--- src/rtl/perf_counter_bank.sv ---
// -----------------------------------------------------------------------------
// perf_counter_bank
//
// Bank of CHANNELS independent event counters, WIDTH bits each, for CPU
// performance monitoring (cycles while running, taken branches, jumps,
// syscalls, ...). Each counter either wraps or saturates (SATURATE), keeps
// a sticky overflow flag, and can be copied atomically into a shadow register
// bank. A one-register-deep read port returns the shadow of the selected
// channel to the debug/LED display logic.
//
// Parameters:
//   WIDTH    - counter / shadow / rd_data width
//   CHANNELS - number of channels (1..16)
//   SATURATE - 0: wrap modulo 2^WIDTH, 1: stick at all-ones
//   SELW     - width of rd_sel, 2^SELW >= CHANNELS
//
// Ports:
//   clk      in   1         rising-edge clock
//   clr      in   1         asynchronous active-low reset of all state
//   enable   in   1         CPU run qualifier; counting only while 1
//   events   in   CHANNELS  per-channel event strobes
//   freeze   in   1         holds all counters (snap/read still work)
//   soft_clr in   1         synchronous clear of counters and overflow flags
//   snap     in   1         copy all live counters into the shadow bank
//   rd_sel   in   SELW      channel index for the read port
//   rd_data  out  WIDTH     registered shadow value of the selected channel
//   ovf      out  CHANNELS  sticky per-channel overflow flags
// -----------------------------------------------------------------------------
module perf_counter_bank #(
  parameter int WIDTH    = 32,
  parameter int CHANNELS = 4,
  parameter int SATURATE = 0,
  parameter int SELW     = 4
) (
  input  logic                clk,
  input  logic                clr,
  input  logic                enable,
  input  logic [CHANNELS-1:0] events,
  input  logic                freeze,
  input  logic                soft_clr,
  input  logic                snap,
  input  logic [SELW-1:0]     rd_sel,
  output logic [WIDTH-1:0]    rd_data,
  output logic [CHANNELS-1:0] ovf
);

  logic [WIDTH-1:0]    r_cnt    [CHANNELS];
  logic [WIDTH-1:0]    r_shadow [CHANNELS];
  logic [CHANNELS-1:0] r_ovf;
  logic [WIDTH-1:0]    r_rd_data;

  logic [CHANNELS-1:0] w_inc;
  logic [WIDTH-1:0]    w_next   [CHANNELS];
  logic [CHANNELS-1:0] w_hit;
  logic [WIDTH-1:0]    w_rd_mux;

  // One increment step. Returns {overflow_hit, next_count}. In wrap mode the
  // hit is the carry out of the all-ones -> 0 transition; in saturate mode the
  // count holds at all-ones and every further event re-asserts the hit.
  function automatic logic [WIDTH:0] f_step(input logic [WIDTH-1:0] cnt);
    logic [WIDTH:0] sum;
    sum = {1'b0, cnt} + {{WIDTH{1'b0}}, 1'b1};
    if (SATURATE != 0) begin
      if (&cnt) f_step = {1'b1, cnt};
      else      f_step = {1'b0, sum[WIDTH-1:0]};
    end else begin
      f_step = sum;
    end
  endfunction

  // soft_clr has priority over counting, so it also masks the increment.
  assign w_inc = events & {CHANNELS{enable & ~freeze & ~soft_clr}};

  always_comb begin
    w_hit = '0;
    for (int i = 0; i < CHANNELS; i++) begin
      w_next[i] = '0;
      {w_hit[i], w_next[i]} = f_step(r_cnt[i]);
    end
  end

  // Out-of-range selects read back as zero.
  always_comb begin
    w_rd_mux = '0;
    for (int i = 0; i < CHANNELS; i++) begin
      if (int'(rd_sel) == i) w_rd_mux = r_shadow[i];
    end
  end

  always_ff @(posedge clk or negedge clr) begin
    if (!clr) begin
      for (int i = 0; i < CHANNELS; i++) begin
        r_cnt[i]    <= '0;
        r_shadow[i] <= '0;
      end
      r_ovf     <= '0;
      r_rd_data <= '0;
    end else begin
      for (int i = 0; i < CHANNELS; i++) begin
        if (soft_clr) begin
          r_cnt[i] <= '0;
          r_ovf[i] <= 1'b0;
        end else if (w_inc[i]) begin
          r_cnt[i] <= w_next[i];
          if (w_hit[i]) r_ovf[i] <= 1'b1;
        end
        // Pre-edge counter values: a same-edge increment or soft_clr is not
        // part of the snapshot.
        if (snap) r_shadow[i] <= r_cnt[i];
      end
      r_rd_data <= w_rd_mux;
    end
  end

  assign rd_data = r_rd_data;
  assign ovf     = r_ovf;

endmodule

--- config.mk ---
export PLATFORM = sky130hd
export DESIGN_NAME = perf_counter_bank
export DESIGN_NICKNAME = d
export VERILOG_FILES = /design/src/rtl/perf_counter_bank.sv
export SDC_FILE = /design/constraint.sdc
export NUM_CORES = 1
export LEC_CHECK = 0
export CAP_MARGIN = 20
export CORE_AREA = 2 2 169 171
export CTS_CLUSTER_DIAMETER = 80
export DETAILED_ROUTE_END_ITERATION = 8
export DIE_AREA = 0 0 171 173
export GPL_TIMING_DRIVEN = 1
export HOLD_SLACK_MARGIN = 0.06
export PLACE_DENSITY_LB_ADDON = 0.08
export SETUP_SLACK_MARGIN = 0.15
export SYNTH_ARGS = -nofsm -noshare
export SYNTH_HDL_FRONTEND = slang
export SYNTH_SLANG_ARGS = --single-unit
--- constraint.sdc ---
create_clock -name clk -period 5.5 [get_ports clk]
set_input_delay 1.1 -clock clk [delete_from_list [all_inputs] [get_ports clk]]
set_output_delay 1.1 -clock clk [all_outputs]
set_load 0.01 [all_outputs]
==> key figures, run 1 <==
Logic synthesis
  – Biggest area contributors in the synthesized netlist: sky130_fd_sc_hd__dfrtp_1 53%, sky130_fd_sc_hd__mux2_2 11%, sky130_fd_sc_hd__mux4_2 5.3%
  – Area share of the largest cell type after synthesis: 53.3%
  – Area leader, netlist: sky130_fd_sc_hd__dfrtp_1
  – Portion of the post-synthesis area used by sequential elements: 53.3%
  – Cell count after synthesis: 1,137
  – Number of synthesis warnings: 0
  – Number of enable flip-flop cells after synthesis: 0
  – Flops & latches, synth: 292
  – Post-Synthesis Mean Instance Area: 12.1 sq um
  – Mapped cell area: 13,700 sq um
  – Fraction of registers with async set/reset: 100%
  – Post-Syn Nets: 1,155
  – Number of distinct standard cells referenced by the synthesized netlist: 48
  – Most instantiated flip-flop cell in the synthesis netlist: sky130_fd_sc_hd__dfrtp_1

Timing
  – Final Critical Period: 3.42 ns
  – Setup TNS after final layout: 0 ns
  – Normalized max-slew margin: 34.5%
  – Final worst-path cycle share: 62.2%
  – Worst setup margin: 2.08 ns
  – RSZ-0062 raised after global routing: no
  – Slew at the pin with the worst max-slew slack: 0.974 ns
  – Final setup violation count: 0
  – Fmax: 292 MHz
  – Final Skew: 0.0191 ns
  – Number of failing hold endpoints at the final stage: 0
  – Slew Viols, Final: 0

Finish
  – Share of post-route cells with drive strength above 1: 21.2%
  – Non-Filler Cell Area, Final: 15,700 sq um
  – Total number of nets in the final design: 1,186
  – Final instance count without filler cells: 1,571
  – Ant diodes: 0
  – Fill cell total of the finished layout: 2,296
  – Leading cell type in the layout, fill and taps excluded: sky130_fd_sc_hd__dfrtp_1
  – Top library cells by usage in the layout, fill and taps aside: 292 x sky130_fd_sc_hd__dfrtp_1, 137 x sky130_fd_sc_hd__mux2_2, 51 x sky130_fd_sc_hd__nand2b_1, 49 x sky130_fd_sc_hd__nor2b_1, 49 x sky130_fd_sc_hd__nand4_1
  – Area delta synth->final: 14.5%

Global route
  – Antenna violations before repair: 0
  – Number of global-route vias before repair: 8,965
  – Wire length of the first global-routing pass: 52.2 mm
  – Total global routing overflow: 0
  – Maximum number of pins on one net before global-route repair: 129
  – Overall routing resource usage: 22.7%

Worst hold path
  – Hold WC Path Type: reg -> reg
  – Worst hold start: r_cnt[75]
  – Worst Hold Endpoint: r_cnt[75]
  – Hold Path Stages: 1

Power and ir drop
  – Leakage power: 0.00684 uW
  – Largest voltage drop on the vdd net: 0.000222 V
  – Power share of the sequential group: 46.5%
  – Clock network power share: 50.0%
  – Comb power frac: 3.4%
  – Power Density: 295 nW/um^2
  – Switching pwr: 991 uW
  – Switching part of the total: 21.4%
  – Internal power of the cells: 3650 uW

Clocking
  – Buffer cell driving the clock tree root: sky130_fd_sc_hd__clkbuf_16
  – Postcts setup bufs: 0
  – CTS hold repair buffers: 0
  – Resized Gates After CTS: 0
  – Clock insertion delay at the later pin of the skew report: 0.51 ns
  – Clk sink count: 292
  – Worst-case clock buffer depth: 3
  – CTS tree: yes
  – Clock buffer count from CTS: 34
  – H-Tree Level Count: 2
  – Worst-path clk slew: 0.06 ns

Worst setup path
  – Crit Reg-Reg Startpoint: r_cnt[64]
  – Data required time at the worst endpoint: 5.89 ns
  – Setup crit end kind: register
  – Setup slack, reg-to-reg: 3.10 ns
  – Max Fanout on Critical Path: 13
  – Endpoint of the worst register-to-register path: ovf[1]
  – Crit path launch type: primary input
  – Worst Path Arrival: 3.81 ns
  – Depth of the most critical reg-to-reg path: 5
  – Crit Path Class: in -> reg

Placement
  – Detailed Place HPWL: 21.9 mm
  – Number of port buffers: 49
  – Setup Slack @ Placement: 1.67 ns
  – Weighted congestion at the end of routability-driven global placement: 0.790
  – Cells after DPL: 1,510
  – Dpl cell area: 14,500 sq um

Status
  – Result of the run: complete, no violations

Drt
  – Number of nets still failing antenna checks after routing: 0
  – Vias per cell: 5.85
  – Average detailed-routed wire length per instance: 20.6 um
  – Total routed wirelength: 32.4 mm
  – Detailed router's first-iteration violation count: 714
  – # DRC: 0
  – Drt pass-1 iters: 5
  – Total vias in the final route: 9,195

Floorplan
  – Chip height: 173 um
  – Floorplan Core Area: 27,600 sq um
  – Overall die area: 29,600 sq um
  – Initial cell density of the core: 49.7%
  – Num rows: 61
  – X dimension of the die: 171 um
  – IO Count: 50

Run
  – Max Cap Viol: 0
[critical path: stages]
cell and delay, ns:
sky130_fd_sc_hd__clkdlybuf4s50_1 0.90, sky130_fd_sc_hd__nand4b_1 0.42, sky130_fd_sc_hd__nor4_2 0.84, sky130_fd_sc_hd__nand2_1 0.20
sky130_fd_sc_hd__o32ai_1 0.35
[metal layers]
layer	GRT usage, %	share of wire, %
met1	35.0	49
met2	33.8	46
met4	4.98	1.6
met5	0	0
met3	3.64	4.1
[registers in the layout, indices dropped and copies added (netlist names)]
register,flops
r_cnt,128
r_shadow,128
rd_data,32
ovf,4
[stage by stage]
stage          hold slack, ns  util, %  total power, uW
2_1_floorplan           0.441        -             2280
3_3_place_gp            0.468     52.6             2360
3_5_place_dp            0.472     52.6             2360
4_1_cts                 0.498     56.8             4700
5_1_grt                 0.521     56.8             4810
6_report                0.493     56.8             4640
[cell families (layout without fill, tap and decap cells)]
kind of cell / after synthesis / count (layout) / share of synthesized area (%)
muxes: 217 / 217 / 20.0
buffers and inverters: 87 / 143 / 2.44
adders and majority gates: 4 / 4 / 0.365
AOI/OAI and AO/OA: 89 / 89 / 4.05
DFF: 292 / 292 / 53.3
and+or+nand+nor: 422 / 422 / 18.2
xor gates and xnor gates: 26 / 26 / 1.66
[cell usage after synthesis, types with 18 or more instances]
cell type,instances
sky130_fd_sc_hd__a21oi_1,31
sky130_fd_sc_hd__clkbuf_1,53
sky130_fd_sc_hd__dfrtp_1,292
sky130_fd_sc_hd__inv_1,25
sky130_fd_sc_hd__mux2_2,137
sky130_fd_sc_hd__mux2i_1,48
sky130_fd_sc_hd__mux4_2,32
sky130_fd_sc_hd__nand2_1,44
sky130_fd_sc_hd__nand2b_1,51
sky130_fd_sc_hd__nand3_1,43
sky130_fd_sc_hd__nand4_1,49
sky130_fd_sc_hd__nor2_1,44
sky130_fd_sc_hd__nor2b_1,49
sky130_fd_sc_hd__nor3_1,26
sky130_fd_sc_hd__nor4_1,22
sky130_fd_sc_hd__o21ai_0,21
sky130_fd_sc_hd__o31ai_1,25
sky130_fd_sc_hd__or3_1,18
sky130_fd_sc_hd__or4_1,24
[worst max-delay path by stage]
stage,startpoint,to,depth (start not counted)
6_report,enable,ovf[1],5
5_1_grt,enable,ovf[1],5
4_1_cts,enable,ovf[1],5
3_5_place_dp,enable,ovf[1],5
3_3_place_gp,enable,r_cnt[92],5
2_1_floorplan,freeze,r_cnt[59],5
[power groups by stage]
stage	sequential, uW	clock (uW)	combinational, uW
2_1_floorplan	2200	0	84.5
3_3_place_gp	2200	0	166
3_5_place_dp	2200	0	165
4_1_cts	2160	2370	166
5_1_grt	2160	2470	179
6_report	2160	2320	159
[layout make-up]
class | count | area (sq um) | share of cell area (%)
Clock buffer | 54 | 1120 | 7.13
Clock inverter | 7 | 65.1 | 0.414
Inverter | 25 | 93.8 | 0.598
Multi-Input combinational cell | 758 | 6080 | 38.7
Sequential cell | 292 | 7310 | 46.5
Tap cell | 378 | 473 | 3.01
Timing Repair Buffer | 57 | 571 | 3.63
Power figures use the tool's default switching activity.
==> run 2, diff against run 1 <==
==> constraint.sdc (replaced) <==
create_clock -name clk -period 2.8 [get_ports clk]
set_input_delay 0.56 -clock clk [delete_from_list [all_inputs] [get_ports clk]]
set_output_delay 0.56 -clock clk [all_outputs]
set_load 0.01 [all_outputs]
==> key figures, run 2 (synthesis gave the netlist of run 1 again) <==
Status
  – Result of the run: complete, no violations

Power and ir drop
  – Switching part of the total: 21.3% (-0.076 points)
  – Internal power of the cells: 7150 uW (+96%)
  – Leakage power: 0.00705 uW (+3.0%)
  – Comb power frac: 3.8% (+0.4 points)
  – Power Density: 566 nW/um^2 (+92%)
  – Clock network power share: 49.5% (-0.5 points)
  – Switching pwr: 1940 uW (+95%)
  – Power share of the sequential group: 46.7% (+0.2 points)
  – Design Power: 9090 uW (+96%)
  – Largest voltage drop on the vdd net: 0.000396 V (+78%)

Timing
  – Setup TNS after final layout: 0 ns (unchanged)
  – Slew at the pin with the worst max-slew slack: 0.656 ns (-0.319 ns)
  – Final setup violation count: 0 (unchanged)
  – Final worst-path cycle share: 81.4%
  – Final Critical Period: 2.28 ns
  – Number of failing hold endpoints at the final stage: 0 (unchanged)
  – Normalized max-slew margin: 56.0% (+21 points)
  – RSZ-0062 raised after global routing: no
  – Fin Hold WS: 0.364 ns (-0.130 ns)
  – Fmax: 439 MHz
  – Final Skew: 0.00927 ns (-0.00985 ns)
  – Slew Viols, Final: 0 (unchanged)

Clocking
  – Clk sink count: 292 (unchanged)
  – Worst-path clk slew: 0.06 ns (about the same)
  – Clock buffer count from CTS: 34 (unchanged)
  – CTS tree: yes
  – Postcts setup bufs: 0 (unchanged)
  – Clock insertion delay at the later pin of the skew report: 0.50 ns (about the same)
  – H-Tree Level Count: 2 (unchanged)
  – Resized Gates After CTS: 0 (unchanged)
  – Buffer cell driving the clock tree root: sky130_fd_sc_hd__clkbuf_16
  – Worst-case clock buffer depth: 3 (unchanged)

Worst setup path
  – Crit Path Class: in -> reg
  – Max Fanout on Critical Path: 13 (unchanged)
  – Depth of the most critical reg-to-reg path: 4 (-1)
  – Setup crit end kind: register
  – Worst Path Arrival: 2.71 ns (-1.10 ns)
  – Data required time at the worst endpoint: 3.23 ns (-2.66 ns)
  – Crit path launch type: primary input

Placement
  – Number of port buffers: 49 (unchanged)
  – Weighted congestion at the end of routability-driven global placement: 0.857 (+8.5%)
  – Detailed Place HPWL: 23.5 mm (+7.4%)
  – Dpl cell area: 14,900 sq um (+2.5%)

Finish
  – Share of post-route cells with drive strength above 1: 23.4% (+2.1 points)
  – Leading cell type in the layout, fill and taps excluded: sky130_fd_sc_hd__dfrtp_1
  – Non-Filler Cell Area, Final: 16,100 sq um (+2.2%)
  – Area occupied by multi-input gates: 6080 sq um (unchanged)
  – Ant diodes: 0 (unchanged)
  – Fill cell total of the finished layout: 2,326 (+1.3%)
  – Top library cells by usage in the layout, fill and taps aside: 292 x sky130_fd_sc_hd__dfrtp_1, 137 x sky130_fd_sc_hd__mux2_2, 51 x sky130_fd_sc_hd__nand2b_1, 49 x sky130_fd_sc_hd__nor2b_1, 49 x sky130_fd_sc_hd__nand4_1
  – Total area of sequential cells: 7310 sq um (unchanged)
  – Area delta synth->final: 17.0%
  – Total number of nets in the final design: 1,222 (+3.0%)

Floorplan
  – Chip height: 173 um (unchanged)
  – Initial cell density of the core: 49.7% (unchanged)
  – IO Count: 50 (unchanged)
  – Overall die area: 29,600 sq um (unchanged)
  – X dimension of the die: 171 um (unchanged)
  – Floorplan Core Area: 27,600 sq um (unchanged)
  – Num rows: 61 (unchanged)

Run
  – Max Cap Viol: 0 (unchanged)

Drt
  – Number of nets still failing antenna checks after routing: 0 (unchanged)
  – Highest metal layer with signal wires: met4
  – Drt pass-1 iters: 5 (unchanged)
  – Post-Route M1 WL: 16.1 mm (+1.9%)
  – Length of routed met2 wiring: 14.7 mm (-0.31%)
  – Detailed router's first-iteration violation count: 620 (-13%)
  – Average detailed-routed wire length per instance: 20.5 um (-0.62%)
  – Vias per cell: 5.75 (-1.7%)
  – # DRC: 0 (unchanged)
  – Total vias in the final route: 9,244 (+0.53%)
  – Amount of wire on met3 after detailed routing: 1.36 mm (+3.4%)
  – Total routed wirelength: 32.9 mm (+1.7%)

Global route
  – Antenna violations before repair: 1 (+1)
  – Total global routing overflow: 0 (unchanged)
  – Maximum number of pins on one net before global-route repair: 59 (-54%)
  – Wire length of the first global-routing pass: 53.3 mm (+2.1%)
  – Overall routing resource usage: 23.3% (+0.64 points)
  – Number of global-route vias before repair: 9,033 (+0.76%)

Worst hold path
  – Hold Path Stages: 2 (+1)
  – Hold WC Path Type: in -> reg
==> run 2: changes by cell type in the layout (fill, tap and decap cells not counted), moves of 2 or more <==
cell	delta
sky130_fd_sc_hd__clkbuf_16	-2
sky130_fd_sc_hd__clkinv_2	+2
sky130_fd_sc_hd__buf_12	+8
sky130_fd_sc_hd__buf_4	+27
sky130_fd_sc_hd__clkinvlp_4	-2
==> run 2: power groups by stage <==
stage          Clock [uW]  Sequential (uW)  Combinational (uW)
4_1_cts              4600             4240                 361
2_1_floorplan           0             4310                 166
3_5_place_dp            0             4320                 359
6_report             4500             4240                 349
3_3_place_gp            0             4320                 360
5_1_grt              4800             4240                 389
==> run 2: critical path: stages <==
cell	delay, ns
sky130_fd_sc_hd__clkdlybuf4s50_1	0.51
sky130_fd_sc_hd__buf_12	0.15
sky130_fd_sc_hd__nand4bb_4	0.14
sky130_fd_sc_hd__or4_1	0.64
sky130_fd_sc_hd__or4_1	0.54
sky130_fd_sc_hd__a21oi_1	0.15
==> run 2: area by class of cell <==
| cell class | count | area share, % |
|---|---|---|
| tap | 378 | 2.95 |
| sequential | 292 | 45.5 |
| inverter | 25 | 0.585 |
| clock buffer | 52 | 6.60 |
| clock inverter | 9 | 0.616 |
| multi-input combinational | 758 | 37.9 |
| timing repair buffer | 93 | 5.88 |
==> run 2: routing by layer <==
metal / GRT usage, % / vias up
li1: - / 4314
met1: 36.8 / 4695
met2: 34.1 / 180
met3: 2.93 / 55
met4: 5.72 / 0
met5: 0 / -
==> run 2: path summary, 6_finish.rpt <==
check	from	endpoint	slack (ns)
worst max-delay path	enable	r_cnt[23]	0.52
worst min-delay path	soft_clr	r_cnt[0]	0.36
worst max register to register	r_cnt[103]	r_cnt[121]	0.59
worst min register to register	r_cnt[95]	r_cnt[95]	0.48
max in group asynchronous	clr	r_shadow[26]	1.52
min in group asynchronous	clr	r_cnt[69]	0.60
==> run 2: timing repair <==
item / 4_1_cts / 5_1_grt
hold endpoints to repair: 51 / 0
endpoints found under the setup margin: 0 / 0
hold buffers: 1 / 0
==> run 2: through the flow <==
stage,instances,setup slack [ns],utilization (%)
finish,1607,0.521,58.1
floorplan,1137,0.603,-
CTS,1607,0.528,58.1
global placement,1545,0.0426,53.9
global route,1607,0.433,58.1
detailed placement,1545,0.00830,53.9
